### config.mk
export PLATFORM = sky130hd
export DESIGN_NAME = muldiv_ctrl
export DESIGN_NICKNAME = d
export VERILOG_FILES = /design/src/rtl/riscv_pkg.sv /design/src/rtl/muldiv_dp.sv /design/src/rtl/muldiv_ctrl.sv
export SDC_FILE = /design/constraint.sdc
export NUM_CORES = 1
export LEC_CHECK = 0
export CAP_MARGIN = 20
export CORE_ASPECT_RATIO = 2
export CORE_MARGIN = 4
export CORE_UTILIZATION = 35
export DETAILED_ROUTE_END_ITERATION = 10
export HOLD_SLACK_MARGIN = 0.05
export PLACE_DENSITY = 0.54
export SYNTH_ARGS = -nofsm -noshare
export SYNTH_HDL_FRONTEND = slang
export SYNTH_SLANG_ARGS = --single-unit
### constraint.sdc
create_clock -name clk_i -period 7.8 [get_ports clk_i]
set_input_delay 1.56 -clock clk_i [delete_from_list [all_inputs] [get_ports clk_i]]
set_output_delay 1.56 -clock clk_i [all_outputs]
set_load 0.005 [all_outputs]
### src/rtl/riscv_pkg.sv
// Shared RV32 core definitions: XLEN, ALU op codes, M-extension funct3
// encodings and the multiply/divide controller state type.
package riscv_pkg;

  localparam int unsigned XLEN = 32;

  // ALU operation codes
  localparam logic [3:0] ALU_ADD    = 4'b0000;
  localparam logic [3:0] ALU_SUB    = 4'b0001;
  localparam logic [3:0] ALU_AND    = 4'b0010;
  localparam logic [3:0] ALU_OR     = 4'b0011;
  localparam logic [3:0] ALU_XOR    = 4'b0100;
  localparam logic [3:0] ALU_SLL    = 4'b0101;
  localparam logic [3:0] ALU_SRL    = 4'b0110;
  localparam logic [3:0] ALU_SRA    = 4'b0111;
  localparam logic [3:0] ALU_SLT    = 4'b1000;
  localparam logic [3:0] ALU_SLTU   = 4'b1001;
  localparam logic [3:0] ALU_COPY_B = 4'b1111;

  // RV32M funct3 encodings
  localparam logic [2:0] MULDIV_MUL    = 3'b000;
  localparam logic [2:0] MULDIV_MULH   = 3'b001;
  localparam logic [2:0] MULDIV_MULHSU = 3'b010;
  localparam logic [2:0] MULDIV_MULHU  = 3'b011;
  localparam logic [2:0] MULDIV_DIV    = 3'b100;
  localparam logic [2:0] MULDIV_DIVU   = 3'b101;
  localparam logic [2:0] MULDIV_REM    = 3'b110;
  localparam logic [2:0] MULDIV_REMU   = 3'b111;

  typedef enum logic [1:0] {
    MD_IDLE = 2'b00,
    MD_CALC = 2'b01,
    MD_FIX  = 2'b10,
    MD_DONE = 2'b11
  } muldiv_state_e;

  // Operand signedness for an op: bit 1 = rs1 signed, bit 0 = rs2 signed.
  // MUL is treated as signed; its low half is identical either way.
  function automatic logic [1:0] muldiv_signed_ops(input logic [2:0] op);
    case (op)
      MULDIV_MUL, MULDIV_MULH, MULDIV_DIV, MULDIV_REM: muldiv_signed_ops = 2'b11;
      MULDIV_MULHSU:                                   muldiv_signed_ops = 2'b10;
      default:                                         muldiv_signed_ops = 2'b00;
    endcase
  endfunction

endpackage

### src/rtl/muldiv_dp.sv
// Multiply/divide datapath: product, remainder and quotient registers,
// one radix-2 shift-add or restoring-subtract step per cycle, and the
// sign-correction / result-selection logic used in the FIX state.
module muldiv_dp #(
  parameter int unsigned XLEN = 32
) (
  input  logic            clk,
  input  logic            rst,
  input  logic            load,
  input  logic            load_div,
  input  logic            step,
  input  logic [XLEN-1:0] mag1,
  input  logic [XLEN-1:0] mag2,
  input  logic [2:0]      op,
  input  logic            neg_res,
  input  logic            neg_rem,
  input  logic            div_zero,
  output logic [XLEN-1:0] fix_result
);
  import riscv_pkg::*;

  logic [2*XLEN-1:0] prod;
  logic [XLEN:0]     rem;
  logic [XLEN-1:0]   quo;
  logic [XLEN-1:0]   opb;

  logic [XLEN:0]     add_sum;
  logic [XLEN+1:0]   sub_diff;
  logic [2*XLEN-1:0] prod_fix;
  logic [XLEN-1:0]   quo_fix;
  logic [XLEN-1:0]   rem_fix;

  // Step arithmetic: conditional add of the multiplicand into the upper
  // product half, and trial subtraction of the divisor from the shifted
  // partial remainder (the extra top bit acts as the borrow).
  always_comb begin
    add_sum  = {1'b0, prod[2*XLEN-1:XLEN]};
    if (prod[0]) begin
      add_sum = {1'b0, prod[2*XLEN-1:XLEN]} + {1'b0, opb};
    end
    sub_diff = {rem, quo[XLEN-1]} - {2'b00, opb};
  end

  // Datapath registers: loaded on accept, advanced one step per CALC cycle
  always_ff @(posedge clk) begin
    if (rst) begin
      prod <= '0;
      rem  <= '0;
      quo  <= '0;
      opb  <= '0;
    end else if (load) begin
      opb  <= load_div ? mag2 : mag1;
      prod <= {{XLEN{1'b0}}, mag2};
      rem  <= '0;
      quo  <= mag1;
    end else if (step) begin
      if (op[2]) begin
        if (!sub_diff[XLEN+1]) begin
          rem <= sub_diff[XLEN:0];
          quo <= {quo[XLEN-2:0], 1'b1};
        end else begin
          rem <= {rem[XLEN-1:0], quo[XLEN-1]};
          quo <= {quo[XLEN-2:0], 1'b0};
        end
      end else begin
        prod <= {add_sum, prod[XLEN-1:1]};
      end
    end
  end

  // Sign correction and selection of the architectural result.
  // A zero divisor leaves the magnitude quotient all ones, but the sign
  // fix would corrupt it, so it is forced here.
  always_comb begin
    prod_fix = neg_res ? -prod : prod;
    quo_fix  = neg_res ? -quo : quo;
    if (div_zero) begin
      quo_fix = '1;
    end
    rem_fix  = neg_rem ? -rem[XLEN-1:0] : rem[XLEN-1:0];
    case (op)
      MULDIV_MUL:                              fix_result = prod_fix[XLEN-1:0];
      MULDIV_MULH, MULDIV_MULHSU, MULDIV_MULHU: fix_result = prod_fix[2*XLEN-1:XLEN];
      MULDIV_DIV, MULDIV_DIVU:                 fix_result = quo_fix;
      default:                                 fix_result = rem_fix;
    endcase
  end

endmodule

### src/rtl/muldiv_ctrl.sv
// Iterative RV32M multiply/divide controller: FSM, iteration counter,
// pipeline handshake and special-case detection. Optional build macro
// MULDIV_FAST_PATH_EN resolves divide-by-zero, signed overflow and
// multiply-by-zero directly from IDLE with a one-cycle latency.
module muldiv_ctrl #(
  parameter int unsigned XLEN = riscv_pkg::XLEN
) (
  input  logic            clk_i,
  input  logic            rst_i,
  input  logic            start_i,
  input  logic [2:0]      op_i,
  input  logic [XLEN-1:0] op1_i,
  input  logic [XLEN-1:0] op2_i,
  input  logic            flush_i,
  output logic            ready_o,
  output logic            stall_o,
  output logic            done_o,
  output logic [XLEN-1:0] result_o
);
  import riscv_pkg::*;

  localparam int unsigned CW = (XLEN > 1) ? $clog2(XLEN) : 1;
  localparam logic [CW-1:0] CNT_LAST = CW'(XLEN - 1);

  muldiv_state_e   state;
  logic [CW-1:0]   cnt;
  logic [2:0]      op_q;
  logic            neg_res;
  logic            neg_rem;
  logic            div_zero;

  logic [1:0]      sgn;
  logic            neg1;
  logic            neg2;
  logic [XLEN-1:0] mag1;
  logic [XLEN-1:0] mag2;
  logic            op2_zero;
  logic            load;
  logic [XLEN-1:0] fix_result;

  // Operand signs and magnitudes for the incoming request
  always_comb begin
    sgn      = muldiv_signed_ops(op_i);
    neg1     = sgn[1] & op1_i[XLEN-1];
    neg2     = sgn[0] & op2_i[XLEN-1];
    mag1     = neg1 ? -op1_i : op1_i;
    mag2     = neg2 ? -op2_i : op2_i;
    op2_zero = (op2_i == '0);
  end

`ifdef MULDIV_FAST_PATH_EN
  logic            fast_hit;
  logic [XLEN-1:0] fast_result;

  // Results that need no iteration, bit-identical to the full loop
  always_comb begin
    fast_hit    = 1'b0;
    fast_result = '0;
    if (op_i[2]) begin
      if (op2_zero) begin
        fast_hit    = 1'b1;
        fast_result = op_i[1] ? op1_i : '1;
      end else if (!op_i[0] && (op1_i == {1'b1, {(XLEN-1){1'b0}}}) && (op2_i == '1)) begin
        fast_hit    = 1'b1;
        fast_result = op_i[1] ? '0 : op1_i;
      end
    end else if ((op1_i == '0) || op2_zero) begin
      fast_hit    = 1'b1;
      fast_result = '0;
    end
  end
`endif

  assign load    = start_i & ~flush_i & ~rst_i & (state == MD_IDLE);
  assign stall_o = (start_i & ready_o & ~flush_i) | (state == MD_CALC) | (state == MD_FIX);

  // Control FSM with registered handshake outputs; flush returns to IDLE
  // without touching result_o, while a DONE pulse already registered still shows.
  always_ff @(posedge clk_i) begin
    if (rst_i) begin
      state    <= MD_IDLE;
      cnt      <= '0;
      op_q     <= '0;
      neg_res  <= 1'b0;
      neg_rem  <= 1'b0;
      div_zero <= 1'b0;
      ready_o  <= 1'b1;
      done_o   <= 1'b0;
      result_o <= '0;
    end else if (flush_i) begin
      state   <= MD_IDLE;
      ready_o <= 1'b1;
      done_o  <= 1'b0;
    end else begin
      case (state)
        MD_IDLE: begin
          done_o <= 1'b0;
          if (start_i) begin
            op_q     <= op_i;
            neg_res  <= neg1 ^ neg2;
            neg_rem  <= neg1;
            div_zero <= op_i[2] & op2_zero;
            cnt      <= CNT_LAST;
            ready_o  <= 1'b0;
`ifdef MULDIV_FAST_PATH_EN
            if (fast_hit) begin
              result_o <= fast_result;
              done_o   <= 1'b1;
              state    <= MD_DONE;
            end else begin
              state <= MD_CALC;
            end
`else
            state <= MD_CALC;
`endif
          end
        end
        MD_CALC: begin
          if (cnt == '0) begin
            state <= MD_FIX;
          end else begin
            cnt <= cnt - 1'b1;
          end
        end
        MD_FIX: begin
          result_o <= fix_result;
          done_o   <= 1'b1;
          state    <= MD_DONE;
        end
        MD_DONE: begin
          done_o  <= 1'b0;
          ready_o <= 1'b1;
          state   <= MD_IDLE;
        end
        default: begin
          state   <= MD_IDLE;
          ready_o <= 1'b1;
          done_o  <= 1'b0;
        end
      endcase
    end
  end

  muldiv_dp #(
    .XLEN(XLEN)
  ) u_dp (
    .clk        (clk_i),
    .rst        (rst_i),
    .load       (load),
    .load_div   (op_i[2]),
    .step       (state == MD_CALC),
    .mag1       (mag1),
    .mag2       (mag2),
    .op         (op_q),
    .neg_res    (neg_res),
    .neg_rem    (neg_rem),
    .div_zero   (div_zero),
    .fix_result (fix_result)
  );

endmodule

==> flow_metrics.py, run 1 <==
metrics = {
    "timing": {
        "fin_crit_sh_pct": 61.6,
        "finalCriticalPeriod_ns": 4.81,
        "setup-violations-final": 0,
        "fmax_mhz": 208,
        "grt_setup_unrepaired": "false",
        "finalHoldViolCount": 0,
        "hold_ws_ns": 0.465,
        "finClkSkew_ns": 0.0233,
        "drv_slew": 0,
        "worstMarginPinSlew_ns": 1.10,
        "max_slew_margin_pct": 26.0,
        "fin_setup_tns_ns": 0,
    },
    "worst_setup_path": {
        "cpLargestDelayFamily": "buffers and inverters",
        "critPathBufInv": 2,
        "cpPeakStageDelay_ns": 0.74,
        "start_kind": "primary input",
        "cpMaxStageDelayCell": "clkdlybuf4s50_1",
        "path_max_fanout": 11,
        "critPathKind": "primary input to primary output",
        "end_kind": "primary output",
        "crit_top_cell": "clkdlybuf4s50_1",
        "path_cells": "clkdlybuf4s50_1, nor2b_1, a211o_1, clkdlybuf4s50_1",
        "worst_ep_arrival_time_ns": 3.25,
        "required_ns": 6.24,
    },
    "power": {
        "p_seq_share_pct": 36.1,
        "pwr_density_cell_mw_per_mm2": 178,
        "cellLeakagePower_nw": 7.03,
        "ir_drop_v": 0.000191,
        "switching_share_pct": 36.1,
        "p_int_mw": 2.15,
        "combPwrFrac_pct": 30.0,
        "power.share.clock_pct": 33.9,
        "power_switching_mw": 1.22,
    },
    "grt": {
        "grt_pass1_wl_microns": 109000,
        "grt_max_degree": 101,
        "grt_use_total_pct": 28.2,
        "grt_overflow": 0,
        "antenna_found_initial": 4,
        "first_global_vias": 17100,
    },
    "layout": {
        "layout.area.seq_sq_mm": 0.00417,
        "fillers": 4961,
        "final_cell_mix": "nand2_1, dfxtp_1, nor2_1, o21ai_0, a21oi_1",
        "syn_to_final_growth_pct": 13.9,
        "fin_nets": 2405,
        "layout_commonest_cell": "nand2_1",
        "multi_input_area_sq_mm": 0.0117,
        "finalNonFillerCells": 2901,
        "drive_above_1_share_pct": 4.14,
    },
    "die": {
        "pin_count": 106,
        "die_w_microns": 162,
        "fp.dieH_microns": 316,
        "initial_utilization_pct": 35.6,
        "core_area_sq_mm": 0.0468,
        "die_area_sq_mm": 0.0513,
        "rows": 112,
    },
    "drt": {
        "drt-total-wl_microns": 74900,
        "viasPerCell": 6.05,
        "drtIter0Drc": 1229,
        "drc_errors": 0,
        "vias": 17500,
        "first_pass_iters": 5,
        "wire_per_inst_microns": 25.8,
        "drtAntennaViolNets": 0,
    },
    "synthesis": {
        "ys_ff_latch": 208,
        "synthFlopType": "dfxtp_1",
        "ys_seq_area_share_pct": 25.0,
        "synth.distinct_cells": 72,
        "synthesis.nets": 2389,
        "synth_edf_count": 0,
        "avgSynthCellArea_sq_um": 7.43,
        "synth_cells": 2240,
        "synth_warnings": 0,
        "async_flop_share_pct": 0,
        "synth_area_sq_mm": 0.0166,
    },
    "placed_design": {
        "dp_cells": 2859,
        "post-dp-hpwl_microns": 59500,
        "portBuffers": 105,
        "place.gp.congestion": 0.948,
    },
    "clocking": {
        "cts-buffers-inserted": 21,
        "clk_pin_slew_worst_paths_ns": 0.07,
        "post_cts_resize_count": 0,
        "worstSkewPairLatency_ns": 0.54,
        "cts-root-buf": "clkbuf_16",
        "clockBufferDepth": 3,
        "cts.sink_count": 208,
        "cts_setup_buffers": 0,
        "cts_tree": "yes",
        "holdBufCountCts": 0,
        "htree_levels": 1,
    },
    "run_status": {
        "outcome": "complete, no violations",
    },
    "run": {
        "drv_cap": 0,
    },
    "hold_path": {
        "min_path_type": "flip-flop to flip-flop",
    },
}
[cells in the mapped netlist, types with 21 or more instances]
cell | number | area share [%]
o211ai_1 | 23 | 1.0
o31ai_1 | 44 | 2.0
a21o_1 | 33 | 1.5
nand3_1 | 25 | 0.75
a311oi_1 | 45 | 2.4
o21ai_0 | 195 | 5.9
o41ai_1 | 31 | 1.6
inv_1 | 63 | 1.4
nor2_1 | 201 | 4.5
xor2_1 | 91 | 4.8
a31oi_1 | 22 | 0.83
and3_1 | 28 | 1.1
ha_1 | 76 | 5.7
nand2b_1 | 24 | 0.90
mux2i_1 | 55 | 3.3
a21oi_1 | 172 | 5.2
clkbuf_1 | 126 | 2.8
xnor2_1 | 141 | 7.4
nand2_1 | 271 | 6.1
or3_1 | 27 | 1.0
a211oi_1 | 46 | 2.1
nor3_1 | 43 | 1.3
a221oi_1 | 21 | 1.1
dfxtp_1 | 208 | 25
[worst register-to-register path, delay by kind of cell, from the launching register on]
kind                       cells  cell delay [ns]
adders and majority gates      1             0.29
buffers and inverters          3             0.74
AOI/OAI and AO/OA              4             1.22
xor gates and xnor gates       1             0.25
and+or+nand+nor                3             1.82
DFF                            1             0.33
[worst paths after layout]
check	cells after the start	slack, ns	startpoint	to
max	4	2.99	flush_i	stall_o
min	2	0.47	result_o[1]	result_o[1]
max reg2reg	12	3.03	u_dp.prod[0]	result_o[24]
min reg2reg	2	0.47	result_o[1]	result_o[1]
[stage by stage]
step / util [%] / area, sq um / total power, mW / worst slack (ns)
finish: 40.5 / 19000 / 3.37 / 2.99
global route: 40.5 / 19000 / 3.49 / 2.84
CTS: 40.4 / 18900 / 3.36 / 2.99
detailed placement: 38.9 / 18200 / 2.23 / 2.92
global placement: 38.9 / 18200 / 2.22 / 3.01
floorplan: - / 16600 / 1.86 / 3.77
[power by group through the flow]
stage / combinational, mW / sequential [mW] / clock [mW]
2_1_floorplan: 0.669 / 1.19 / 0
3_3_place_gp: 0.986 / 1.24 / 0
3_5_place_dp: 0.991 / 1.24 / 0
4_1_cts: 0.998 / 1.21 / 1.15
5_1_grt: 1.09 / 1.22 / 1.18
6_report: 1.01 / 1.22 / 1.14
[metal layers]
layer / vias up / track usage [%] / share of wire (%)
li1: 8216 / - / -
met1: 8370 / 27.6 / 34
met2: 702 / 51.5 / 50
met3: 250 / 2.38 / 4.2
met4: 0 / 26.6 / 12
met5: - / 0 / 0
[layout make-up]
type / instances / area share (%)
multi-input combinational: 1825 / 61.9
sequential: 208 / 22.0
timing repair buffer: 134 / 6.78
tap: 627 / 4.14
clock buffer: 28 / 3.07
inverter: 66 / 1.31
clock inverter: 9 / 0.785
antenna: 4 / 0.0528
[registers in the layout, indices dropped and copies added, names as in the netlist]
signal     flops
u_dp.prod     64
u_dp.rem      33
result_o      32
u_dp.opb      32
u_dp.quo      32
cnt            5
op_q           3
state          2
div_zero       1
done_o         1
neg_rem        1
neg_res        1
ready_o        1
[cell families (layout without fill, tap and decap cells)]
family	Yosys count	count (layout)	share of synthesized area, %
other cells	0	4	0
buf+inv	207	237	4.73
simple gates	721	721	19.9
fa+ha+maj	78	78	5.96
flops	208	208	25.0
xor+xnor	232	232	12.2
compound gates	738	738	28.8
mux	56	56	3.38
Power figures use the tool's default switching activity.
==> run 2: changes to the inputs <==
Clock period 7.8 ns to 4.6 ns, I/O delays scaled along.
==> flow_metrics.py, run 2 (synthesis gave the netlist of run 1 again) <==
metrics = {
    "run_status": {
        "outcome": "complete, no violations",
    },
    "clocking": {
        "cts_setup_buffers": 0,
        "cts-root-buf": "clkbuf_16",
        "cts.sink_count": 208,
        "holdBufCountCts": 0,
        "htree_levels": 1,
        "clockBufferDepth": 3,
        "clk_pin_slew_worst_paths_ns": 0.08,
        "cts_tree": "yes",
        "worstSkewPairLatency_ns": 0.54,
        "post_cts_resize_count": 0,
        "cts-buffers-inserted": 21,
    },
    "drt": {
        "drt-total-wl_microns": 73900,
        "viasPerCell": 5.98,
        "drtIter0Drc": 1212,
        "drc_errors": 0,
        "first_pass_iters": 7,
        "vias": 17600,
        "wire_per_inst_microns": 25.1,
        "drtAntennaViolNets": 0,
    },
    "grt": {
        "grt_use_total_pct": 27.9,
        "antenna_found_initial": 0,
        "grt_pass1_wl_microns": 109000,
        "grt_max_degree": 85,
        "first_global_vias": 17500,
        "grt_overflow": 0,
    },
    "layout": {
        "regMostFlops": "u_dp.prod",
        "layout_commonest_cell": "nand2_1",
        "syn_to_final_growth_pct": 16.2,
        "reg.largest.list": "u_dp.prod: 64 flops, u_dp.rem: 33 flops",
        "finalNonFillerCells": 2948,
        "largest_reg_flops": 64,
        "drive_above_1_share_pct": 6.25,
        "n_antenna_cell": 0,
        "fin_nets": 2456,
        "final_cell_mix": "nand2_1, dfxtp_1, nor2_1, o21ai_0, a21oi_1",
    },
    "worst_setup_path": {
        "critPathKind": "flip-flop to flip-flop",
        "required_ns": 5.01,
        "start_kind": "flip-flop",
        "path_max_fanout": 9,
        "worst_ep_arrival_time_ns": 4.55,
        "end_kind": "flip-flop",
    },
    "die": {
        "rows": 112,
        "die_w_microns": 162,
        "fp.dieH_microns": 316,
        "pin_count": 106,
        "die_area_sq_mm": 0.0513,
        "core_area_sq_mm": 0.0468,
        "initial_utilization_pct": 35.6,
    },
    "hold_path": {
        "min_path_type": "flip-flop to flip-flop",
    },
    "placed_design": {
        "portBuffers": 105,
        "post-dp-hpwl_microns": 58900,
        "place.gp.congestion": 1.01,
        "dp_cells": 2910,
    },
    "timing": {
        "finClkSkew_ns": 0.0176,
        "fmax_mhz": 242,
        "fin_crit_sh_pct": 90.0,
        "worstMarginPinSlew_ns": 1.03,
        "setup-violations-final": 0,
        "fin_setup_tns_ns": 0,
        "max_slew_margin_pct": 30.8,
        "grt_setup_unrepaired": "false",
        "drv_slew": 0,
        "finalHoldViolCount": 0,
        "finalCriticalPeriod_ns": 4.14,
    },
    "power": {
        "cellLeakagePower_nw": 7.27,
        "pwr_density_cell_mw_per_mm2": 294,
        "ir_drop_v": 0.000217,
    },
    "run": {
        "drv_cap": 0,
    },
}
-- run 2: per-stage QoR --
stage | hold WS [ns] | worst slack [ns] | utilization [%] | total power [mW] | instance area [sq um]
floorplan | 0.448 | 1.18 | - | 3.16 | 16600
global placement | 0.446 | 0.395 | 39.8 | 3.81 | 18600
detailed placement | 0.455 | 0.336 | 39.8 | 3.83 | 18600
CTS | 0.470 | 0.603 | 41.3 | 5.69 | 19300
global route | 0.485 | 0.326 | 41.3 | 5.93 | 19300
finish | 0.463 | 0.460 | 41.3 | 5.69 | 19300
-- run 2: metal layers --
metal	track usage [%]	routed length, microns	vias up
li1	-	-	8319
met1	27.3	25000	8427
met2	51.3	37800	641
met3	2.89	2890	232
met4	24.7	8170	0
met5	0	0	-
-- run 2: cell type report --
class | count | area (sq um)
fillers | 4965 | 27500
clock inverters | 9 | 125
multi-input cells | 1825 | 11700
inverters | 66 | 248
well taps | 627 | 785
repair buffers | 185 | 1690
clock buffers | 28 | 582
flip-flops and latches | 208 | 4170
-- run 2: where the power goes --
group	leakage, nW	internal (mW)	switching [mW]
registers	1.70	1.90	0.164
clock network	0.343	1.06	0.811
logic	5.23	0.687	1.07
total	7.27	3.64	2.05
-- run 2: final timing paths --
kind	slack, ns	start	end	depth (start not counted)
setup / recovery	0.46	u_dp.prod[33]	u_dp.prod[62]	11
hold / removal	0.46	result_o[0]	result_o[0]	2
setup reg to reg	0.46	u_dp.prod[33]	u_dp.prod[62]	11
hold reg to reg	0.46	result_o[0]	result_o[0]	2
-- run 2: worst max-delay path, cell delays in order (launching register included) --
cell and delay [ns]:
dfxtp_1 0.54, ha_1 0.31, a21oi_1 0.20, o21ai_0 0.18
o41ai_1 0.37, buf_4 0.20, o211ai_1 0.18, a31oi_1 0.59
o21ai_0 0.26, a2111oi_0 0.74, nor3_1 0.09, or3_1 0.35
==> run 3: changes to the inputs <==
Settings changed: ABC_AREA set to 1, PLACE_DENSITY 0.54 to 0.53.
==> flow_metrics.py, run 3 <==
metrics = {
    "timing": {
        "setup-violations-final": 0,
        "worstMarginPinSlew_ns": 1.22,
        "fmax_mhz": 289,
        "finalHoldViolCount": 0,
        "drv_slew": 0,
        "fin_setup_tns_ns": 0,
        "finalCriticalPeriod_ns": 3.46,
        "fin_crit_sh_pct": 75.2,
        "grt_setup_unrepaired": "false",
        "max_slew_margin_pct": 18.3,
        "finClkSkew_ns": 0.0129,
    },
    "placed_design": {
        "portBuffers": 105,
        "post-dp-hpwl_microns": 92600,
        "place.gp.congestion": 1.07,
    },
    "synthesis": {
        "ys_seq_area_share_pct": 20.8,
        "synth_area_leaders": "dfxtp_1, nand2_1, nand3_1",
        "synthFlopType": "dfxtp_1",
        "ys_ff_latch": 208,
        "synth.distinct_cells": 54,
        "synth_area_sq_mm": 0.0200,
        "synthTopCellsByCount": "nand2_1, inv_1, nor2_1, nand3_1, a21oi_1",
        "synthesis.nets": 3685,
        "synth_warnings": 0,
        "synth.most_common_cell": "nand2_1",
        "avgSynthCellArea_sq_um": 5.67,
        "synth_edf_count": 0,
        "async_flop_share_pct": 0,
        "synth_cells": 3536,
        "yosysTopAreaCell": "dfxtp_1",
        "synth.top_cell.area_share_pct": 20.8,
    },
    "worst_setup_path": {
        "critPathKind": "flip-flop to flip-flop",
        "crit_top_cell": "nand2_1",
        "cpPeakStageDelay_ns": 0.70,
        "end_kind": "flip-flop",
        "worst_ep_arrival_time_ns": 3.91,
        "cpMaxStageDelayCell": "nor2_1",
        "reg2reg_depth": 12,
        "path_cells": "inv_1, nand3_1, nor3_1, nand2_1, nor2_1, nand2_1, nand2_1, nand2_1, nand3_1, nand4_1, o211ai_1, inv_1",
        "required_ns": 5.05,
        "path_max_fanout": 6,
        "start_kind": "flip-flop",
    },
    "power": {
        "switching_share_pct": 40.6,
        "combPwrFrac_pct": 34.7,
        "p_seq_share_pct": 31.5,
        "ir_drop_v": 0.000252,
        "power_switching_mw": 2.58,
        "pwr_density_cell_mw_per_mm2": 280,
        "finalPower_mw": 6.36,
        "p_int_mw": 3.78,
        "power.share.clock_pct": 33.8,
        "cellLeakagePower_nw": 10.9,
    },
    "clocking": {
        "cts_tree": "yes",
        "cts-root-buf": "clkbuf_16",
        "worstSkewPairLatency_ns": 0.56,
        "clk_pin_slew_worst_paths_ns": 0.07,
        "holdBufCountCts": 0,
        "htree_levels": 1,
        "post_cts_resize_count": 0,
        "cts.sink_count": 208,
        "cts_setup_buffers": 0,
        "clockBufferDepth": 3,
        "cts-buffers-inserted": 23,
    },
    "die": {
        "die_w_microns": 177,
        "initial_utilization_pct": 35.5,
        "pin_count": 106,
        "core_area_sq_mm": 0.0565,
        "die_area_sq_mm": 0.0614,
        "rows": 123,
        "fp.dieH_microns": 346,
    },
    "hold_path": {
        "whs_path_depth": 2,
        "min_path_type": "flip-flop to flip-flop",
    },
    "layout": {
        "regMostFlops": "u_dp.prod",
        "drive_above_1_share_pct": 4.90,
        "reg.largest.list": "u_dp.prod: 64 flops, u_dp.rem: 33 flops",
        "largest_reg_flops": 64,
        "syn_to_final_growth_pct": 13.4,
        "fillers": 6494,
        "final_cell_mix": "nand2_1, inv_1, nor2_1, nand3_1, a21oi_1",
        "layout_commonest_cell": "nand2_1",
        "fin_nets": 3744,
    },
    "drt": {
        "drt-total-wl_microns": 110000,
        "drc_errors": 0,
        "viasPerCell": 5.56,
        "wire_per_inst_microns": 25.1,
        "vias": 24300,
        "drtAntennaViolNets": 0,
        "drtIter0Drc": 1923,
        "first_pass_iters": 6,
    },
    "run": {
        "drv_cap": 0,
    },
    "grt": {
        "grt_overflow": 0,
        "grt_use_total_pct": 34.9,
        "first_global_vias": 24200,
        "grt_max_degree": 72,
        "antenna_found_initial": 3,
        "grt_pass1_wl_microns": 158000,
    },
    "run_status": {
        "outcome": "complete, no violations",
    },
}
## run 3: cell count changes after synthesis, sizes merged, moves of 55 or more
cell,delta
nand2,+760
inv,+409
nand3,+358
nor2,+203
xnor2,-120
a21oi,+76
mux2i,-55
## run 3: worst paths after layout
kind                start           to  slack (ns)
min                done_o       done_o        0.45
max          u_dp.prod[1]  result_o[5]        1.14
min reg2reg        done_o       done_o        0.45
max reg2reg  u_dp.prod[1]  result_o[5]        1.14
## run 3: logic make-up after synthesis
group / Yosys count / share of synthesized area (%)
simple gates: 1970 / 42.3
fa+ha+maj: 78 / 4.94
compound gates: 603 / 16.9
flops: 208 / 20.8
buf+inv: 593 / 11.5
xor+xnor: 84 / 3.67
## run 3: area by class of cell
type / instances / area, sq um / share of cell area [%]
multi-input combinational: 2735 / 13600 / 59.9
sequential: 208 / 4170 / 18.3
inverter: 481 / 1810 / 7.94
timing repair buffer: 146 / 1370 / 6.03
tap: 750 / 938 / 4.13
clock buffer: 29 / 639 / 2.81
clock inverter: 12 / 196 / 0.864
antenna: 2 / 5.00 / 0.0220
## run 3: power by group through the flow
stage	Combinational (mW)	Clock [mW]	Sequential (mW)
3_3_place_gp	2.16	0	2.04
2_1_floorplan	1.33	0	1.98
4_1_cts	2.16	2.17	2.00
3_5_place_dp	2.15	0	2.04
6_report	2.21	2.15	2.01
5_1_grt	2.38	2.22	2.01
## run 3: stage by stage
stage          utilization, %  worst slack, ns  area (sq um)  instances  hold WS (ns)
6_report                 40.2             1.14         22700       4363         0.446
5_1_grt                  40.2             1.16         22700       4361         0.475
4_1_cts                  40.2             1.35         22700       4360         0.453
3_5_place_dp             38.7            0.851         21900       4319         0.442
3_3_place_gp             38.7            0.857         21900       4319         0.435
2_1_floorplan               -             2.22         20000       3536         0.429
## run 3: metal layers
layer | vias up | share of wire [%] | GRT usage (%)
met5 | - | 0.010 | 0
met4 | 2 | 14 | 36.7
met3 | 457 | 4.6 | 4.61
met2 | 959 | 50 | 63.2
met1 | 11200 | 32 | 31.4
li1 | 11700 | - | -
## run 3: critical path: cells and delay by family (launching register included)
family,cells,cell delay [ns]
AO/OA/AOI/OAI,1,0.18
buffers and inverters,2,0.24
flip-flops,1,0.34
AND/OR/NAND/NOR,9,2.57
